`src/rtl/td4x_core.sv`:
```
// td4x_core: TD4-class accumulator CPU with writable program memory,
// SUB/JZ/HLT extensions, execute enable and a valid/ready output register.
module td4x_core #(
    parameter int DW = 4,
    parameter int AW = 4,
    localparam int IW = 4 + DW
) (
    input  logic          CLOCK,
    input  logic          RESET,
    input  logic          CE,
    input  logic [DW-1:0] IN,
    output logic [DW-1:0] OUT,
    output logic          OUT_VALID,
    input  logic          OUT_READY,
    input  logic          START,
    output logic          HALTED,
    output logic [AW-1:0] PC_O,
    input  logic          PROG_WE,
    input  logic [AW-1:0] PROG_ADDR,
    input  logic [IW-1:0] PROG_DATA
);

    typedef enum logic {RUN, HALT} state_t;

    typedef enum logic [3:0] {
        OP_ADD_A = 4'b0000, OP_MOV_AB = 4'b0001, OP_IN_A  = 4'b0010, OP_MOV_AI = 4'b0011,
        OP_MOV_BA = 4'b0100, OP_ADD_B = 4'b0101, OP_IN_B  = 4'b0110, OP_MOV_BI = 4'b0111,
        OP_SUB_A = 4'b1000, OP_OUT_B = 4'b1001, OP_JZ    = 4'b1010, OP_OUT_I  = 4'b1011,
        OP_NOP   = 4'b1100, OP_HLT   = 4'b1101, OP_JNC   = 4'b1110, OP_JMP    = 4'b1111
    } op_t;

    logic [IW-1:0] rom [2**AW];

    state_t        state_q, state_d;
    logic [AW-1:0] pc_q, pc_d;
    logic [DW-1:0] a_q, a_d, b_q, b_d, out_q, out_d;
    logic          c_q, c_d, z_q, z_d, ov_q, ov_d;

    logic [IW-1:0] instr;
    op_t           op;
    logic [DW-1:0] im, src, im_eff;
    logic [DW:0]   sum;
    logic          is_sub, is_out, stall, retire;

    // Program memory has no reset: the loader owns its content.
    always_ff @(posedge CLOCK) begin
        if (PROG_WE) begin
            rom[PROG_ADDR] <= PROG_DATA;
        end
    end

    always_comb begin
        instr  = rom[pc_q];
        op     = op_t'(instr[IW-1:DW]);
        im     = instr[DW-1:0];
        is_sub = (op == OP_SUB_A);
        is_out = (op == OP_OUT_B) || (op == OP_OUT_I);

        src = '0;
        case (op)
            OP_ADD_A, OP_SUB_A, OP_MOV_BA: src = a_q;
            OP_MOV_AB, OP_ADD_B, OP_OUT_B: src = b_q;
            OP_IN_A, OP_IN_B:              src = IN;
            default:                       src = '0;
        endcase

        // Subtract as A + ~IM + 1 so the carry out reads as "no borrow".
        im_eff = is_sub ? ~im : im;
        sum    = {1'b0, src} + {1'b0, im_eff} + {{DW{1'b0}}, is_sub};

        stall  = is_out && ov_q && !OUT_READY;
        retire = (state_q == RUN) && CE && !stall;

        state_d = state_q;
        pc_d    = pc_q;
        a_d     = a_q;
        b_d     = b_q;
        c_d     = c_q;
        z_d     = z_q;
        out_d   = out_q;
        ov_d    = OUT_READY ? 1'b0 : ov_q;

        case (state_q)
            RUN: begin
                if (retire) begin
                    pc_d = pc_q + AW'(1);
                    if (op != OP_NOP && op != OP_HLT) begin
                        c_d = sum[DW];
                        z_d = (sum[DW-1:0] == '0);
                    end
                    case (op)
                        OP_ADD_A, OP_MOV_AB, OP_IN_A, OP_MOV_AI, OP_SUB_A: a_d = sum[DW-1:0];
                        OP_MOV_BA, OP_ADD_B, OP_IN_B, OP_MOV_BI:           b_d = sum[DW-1:0];
                        OP_OUT_B, OP_OUT_I: begin
                            out_d = sum[DW-1:0];
                            ov_d  = 1'b1;
                        end
                        OP_JNC: if (!c_q) pc_d = im[AW-1:0];
                        OP_JZ:  if (z_q)  pc_d = im[AW-1:0];
                        OP_JMP: pc_d = im[AW-1:0];
                        OP_HLT: begin
                            pc_d    = pc_q;
                            state_d = HALT;
                        end
                        default: ;
                    endcase
                end
            end
            HALT: begin
                if (START) begin
                    state_d = RUN;
                    pc_d    = '0;
                end
            end
            default: state_d = RUN;
        endcase
    end

    always_ff @(posedge CLOCK) begin
        if (RESET) begin
            state_q <= RUN;
            pc_q    <= '0;
            a_q     <= '0;
            b_q     <= '0;
            c_q     <= 1'b0;
            z_q     <= 1'b0;
            out_q   <= '0;
            ov_q    <= 1'b0;
        end else begin
            state_q <= state_d;
            pc_q    <= pc_d;
            a_q     <= a_d;
            b_q     <= b_d;
            c_q     <= c_d;
            z_q     <= z_d;
            out_q   <= out_d;
            ov_q    <= ov_d;
        end
    end

    assign OUT       = out_q;
    assign OUT_VALID = ov_q;
    assign HALTED    = (state_q == HALT);
    assign PC_O      = pc_q;

endmodule

```
`config.mk`:
```
export PLATFORM = sky130hd
export DESIGN_NAME = td4x_core
export DESIGN_NICKNAME = d
export VERILOG_FILES = /design/src/rtl/td4x_core.sv
export SDC_FILE = /design/constraint.sdc
export NUM_CORES = 1
export LEC_CHECK = 0
export CAP_MARGIN = 20
export CORE_ASPECT_RATIO = 1.4
export CORE_UTILIZATION = 49
export DETAILED_ROUTE_END_ITERATION = 8
export PLACE_DENSITY = 0.7
export REMOVE_ABC_BUFFERS = 1
export SETUP_SLACK_MARGIN = 0.05
export SLEW_MARGIN = 25
export SYNTH_ARGS = -nofsm -noshare
export SYNTH_HDL_FRONTEND = slang
export SYNTH_SLANG_ARGS = --single-unit
```
`constraint.sdc`:
```
create_clock -name CLOCK -period 3.6 [get_ports CLOCK]
set_clock_uncertainty 0.05 [all_clocks]
set_input_delay 0.36 -clock CLOCK [delete_from_list [all_inputs] [get_ports CLOCK]]
set_output_delay 0.36 -clock CLOCK [all_outputs]
set_load 0.01 [all_outputs]
```
* Word level (Yosys, flattened, before mapping)
Memory sizes are Yosys's and may differ from the RTL's. A register that Yosys moved wholly into a read port is not among the register bits. Index checks and enable logic that the tools add are counted.
Storage, ports and cells: flip-flop bits (word level) 20, RAM bits 128, bits of input ports 22, memories kept 1
Memory list:
- rom | words 16, width 8, rd ports 1, clocked after Yosys merged registers in 1, write ports 1, line 32 | logic [IW-1:0] rom [2**AW];
Operators by class: $add $sub $neg 3, eq/ne operators 19, muxes and demuxes 20, bitwise operators 2, reductions and logical operators 21
Operator list (count):
- $eq A4 B4 Y1 const B | 7
- $mux W4 | 7
- $eq A4 B3 Y1 const B | 4
- $pmux W4 S4 | 1
- $reduce_and A3 Y1 | 5
- $pmux W4 S3 | 1
- $mux W1 | 9
- $eq A4 B2 Y1 const B | 2
- $logic_not A4 Y1 | 2
- $ne A4 B4 Y1 const B | 2
- $pmux W4 S2 | 1
- $ne A2 B2 Y1 const B | 3
- $reduce_or A3 Y1 | 2
- $add A4 B4 Y5 | 1
- $add A5 B1 Y5 | 1
- $logic_and A1 B1 Y1 | 5
- $reduce_or A5 Y1 | 1
- $add A4 B1 Y4 const B | 1
- $eq A4 B1 Y1 const B | 1
- $not A4 Y4 | 1
- $reduce_or A2 Y1 | 2
- $reduce_or A4 Y1 | 1
- $logic_not A1 Y1 | 2
- $pmux W1 S2 | 1
- other kinds (2) | 2

* Depth between registers and ports, before layout
word-level depth 10, depth in mapped cells 15, gate-level depth less buffers 12

* Worst setup path before layout
Ideal clock, no wire load.
kind register to register, start point register with a tool-made name, end point register z_q, library setup time 0.073 ns, arrival time 3.572 ns, required time 3.477 ns, path slack -0.095 ns, cell stages (with the launch flop) 12, path buffers 2, clock period less this slack 3.695 ns, cells stage by stage dfxtp_1 > buf_6 > buf_12 > mux4_2 > mux2i_4 > mux2i_4 > a2111oi_2 > xor2_1 > fa_1 > nor3_1 > or4b_1 > o211ai_2
RTL lines:
- end signal: assignment | line 135 | z_q <= z_d;
- end: declaration | line 37 | logic c_q, c_d, z_q, z_d, ov_q, ov_d;

==> metrics <==
Initial Utilization=between 50% and 60%; Tcrit/Tclk final=100%; endpoint type of the worst setup path=flop; ys async rst share=0%; Post-DRT Antenna Nets=0; synthesized cell area=6680 um^2; Die W=101 um; Peak VDD IR=0.411 mV; worst path cell trace=buf_12 > buf_4 > mux2i_1 > a31oi_1 > nand4_1 > a2111oi_4 > buf_6 > xor2_4 > fa_2 > xor2_1 > nor3_2 > or4b_4 > o211ai_2; total track usage=between 20% and 30%; WL/cell=approximately 21 um; unrepaired setup endpoints after global routing=yes; first-pass GRT wire length=22500 um; area of the core=13300 um^2; I/O pin total=32; flip-flop and latch count after synthesis=152; critical-path maximum fanout=10; Post-synth EDFFs=between 100 and 150; 1st-iter DRT viols=206; slowest stage delay, CP=0.48 ns; failing checks=setup timing; Port Buffers=31; Slew @ Worst Pin=0.915 ns; most common cell after layout, fill and taps aside=edfxtp_1; Skew-Pair Late Insertion Delay=0.43 ns; MaxCap Viol Count=0; drt pass-1 iters=6; Row Count=50; Vias/cell=5.79; final setup vio count=1; cts hold-fix bufs=0; status=finished with violations; PD cells=790 nW/um^2; drt drc=0; Syn Area/Cell=16.3 um^2; Synth-to-Final Area Change=23.0%; CTS root buffer=clkbuf_16; Critical Path RT=around 4 ns; H-Tree Depth=4; slowest cell on the critical path=or4b_4; Min-Delay Path Class=flop to flop; pin count of the biggest net entering global routing=26; sequential area share after synthesis=between 60% and 70%; clock sinks=152; global placer's final weighted congestion=0.851; Inserted Clock Buffers=17; initial antenna violation count=0; Antenna Cells=0; Critical Path AT=3.91 ns; clock buffer depth=2; Finished Core Util=61.6%; pre-CTS setup slack=-0.183 ns; Hold Violations, Final=0; Worst path top cell family by delay=simple AND/OR/NAND/NOR gates; most frequent cells in the layout=128 x edfxtp_1, 46 x buf_4, 34 x nor2_1; DP Wirelength=10000 um; Tmin final=3.61 ns; die area=14100 um^2; clock transition at the registers of the reported paths=approximately 0.060 ns; TritonCTS clock tree=built; via count=3986; Die Y=140 um; fmax=277 MHz; total leakage power=2.81 nW; Yosys warning total=0; crit start category=flop; Pins Over Slew Limit=0; critical path type=flop to flop; nets=521; Final Total Pwr=around 6.5 mW; final wirelength=14600 um; number of global-route vias before repair=4199; Distinct cells, synth=63; fin worst setup slack=-0.00792 ns; worst relative slew slack=38.8%; Buf/Inv on CP=3; Post-Syn Instances=about 400; share of layout cells above drive strength 1=27.8%; Overflow after GRT=0; Primary FF master, synth=edfxtp_1
## worst paths after layout
check         start     end  slack [ns]  cells past startpoint
max reg2reg    flop     z_q      -0.008                     13
min reg2reg  OUT[1]  OUT[1]        0.45                      2
min          OUT[1]  OUT[1]        0.45                      2
max            flop     z_q      -0.008                     13
## flip-flops by register name (all words and copies together) (netlist names), named ones only
name	count
PC_O	4
OUT_VALID	1
b_q	4
z_q	1
a_q	4
c_q	1
OUT	4
rom	128
HALTED	1
## power by group
group / internal [mW] / switching (mW)
Combinational: 1.29 / 1.35
Sequential: 2.03 / 0.104
Clock: 0.926 / 0.790
## per-layer routing
metal / track usage, % / routed length (um) / vias to the layer above
met2: 39.3 / 7940 / 142
met5: 0 / 0 / -
met4: 11.9 / 493 / 0
met3: 4.09 / 630 / 42
met1: 25.2 / 5530 / 1994
li1: - / - / 1808
## per-stage QoR
stage          instance area [um^2]  cells  hold WS, ns  setup TNS [ns]
2_1_floorplan                  6550    391        0.379           -8.01
3_3_place_gp                   7480    651        0.424         -0.0397
3_5_place_dp                   7480    651        0.439          -0.248
4_1_cts                        8130    688        0.454       -0.000848
5_1_grt                        8210    689        0.480          -0.184
6_report                       8210    689        0.448        -0.00792
## cells by family (layout without fill, tap and decap cells)
family	count (synthesis)	after routing	synth area share [%]
multiplexers	59	59	15.9
flip-flops	152	152	64.7
AO/OA/AOI/OAI	50	50	6.24
buffers and inverters	21	119	2.15
adder cells (fa/ha/maj)	5	5	1.05
XOR/XNOR	5	5	0.656
AND/OR/NAND/NOR	117	117	9.22
## final cells by class
class	instances	area, um^2
clock buffers	17	425
clock inverters	15	153
fillers	975	5110
inverters	3	11.3
multi-input cells	236	2310
flip-flops and latches	152	4330
well taps	182	228
repair buffers	84	761
## repair_timing
item / CTS / global route
setup endpoints to repair: 4 / 4
buffers inserted: 6 / 1
pin swaps: 5 / 1
gates resized for setup: 13 / 14
hold endpoints to repair: 0 / 0
## synth_stat cells, types with 4 or more instances
cell type | n | area share, %
mux2i_1 | 22 | 3.3
nor2b_1 | 5 | 0.47
o21ai_0 | 5 | 0.37
ha_1 | 4 | 0.75
mux4_2 | 24 | 8.1
clkbuf_1 | 5 | 0.28
xor2_1 | 5 | 0.66
a21oi_1 | 9 | 0.67
dfxtp_1 | 24 | 7.2
buf_2 | 5 | 0.37
nand3_1 | 10 | 0.75
mux4_1 | 9 | 3.5
nand3b_1 | 6 | 0.67
nor2_1 | 34 | 1.9
nand2b_1 | 10 | 0.94
a31oi_1 | 4 | 0.37
o211a_1 | 5 | 0.75
nand4_1 | 5 | 0.47
edfxtp_1 | 128 | 58
nor3_1 | 10 | 0.75
nand2_1 | 18 | 1.0
## tightest hold or removal path: cells and delay by family, from the launching register on
kind	cells	cell delay (ns)
and+or+nand+nor	1	0.07
muxes	1	0.07
DFF	1	0.33
Power figures use the tool's default switching activity.
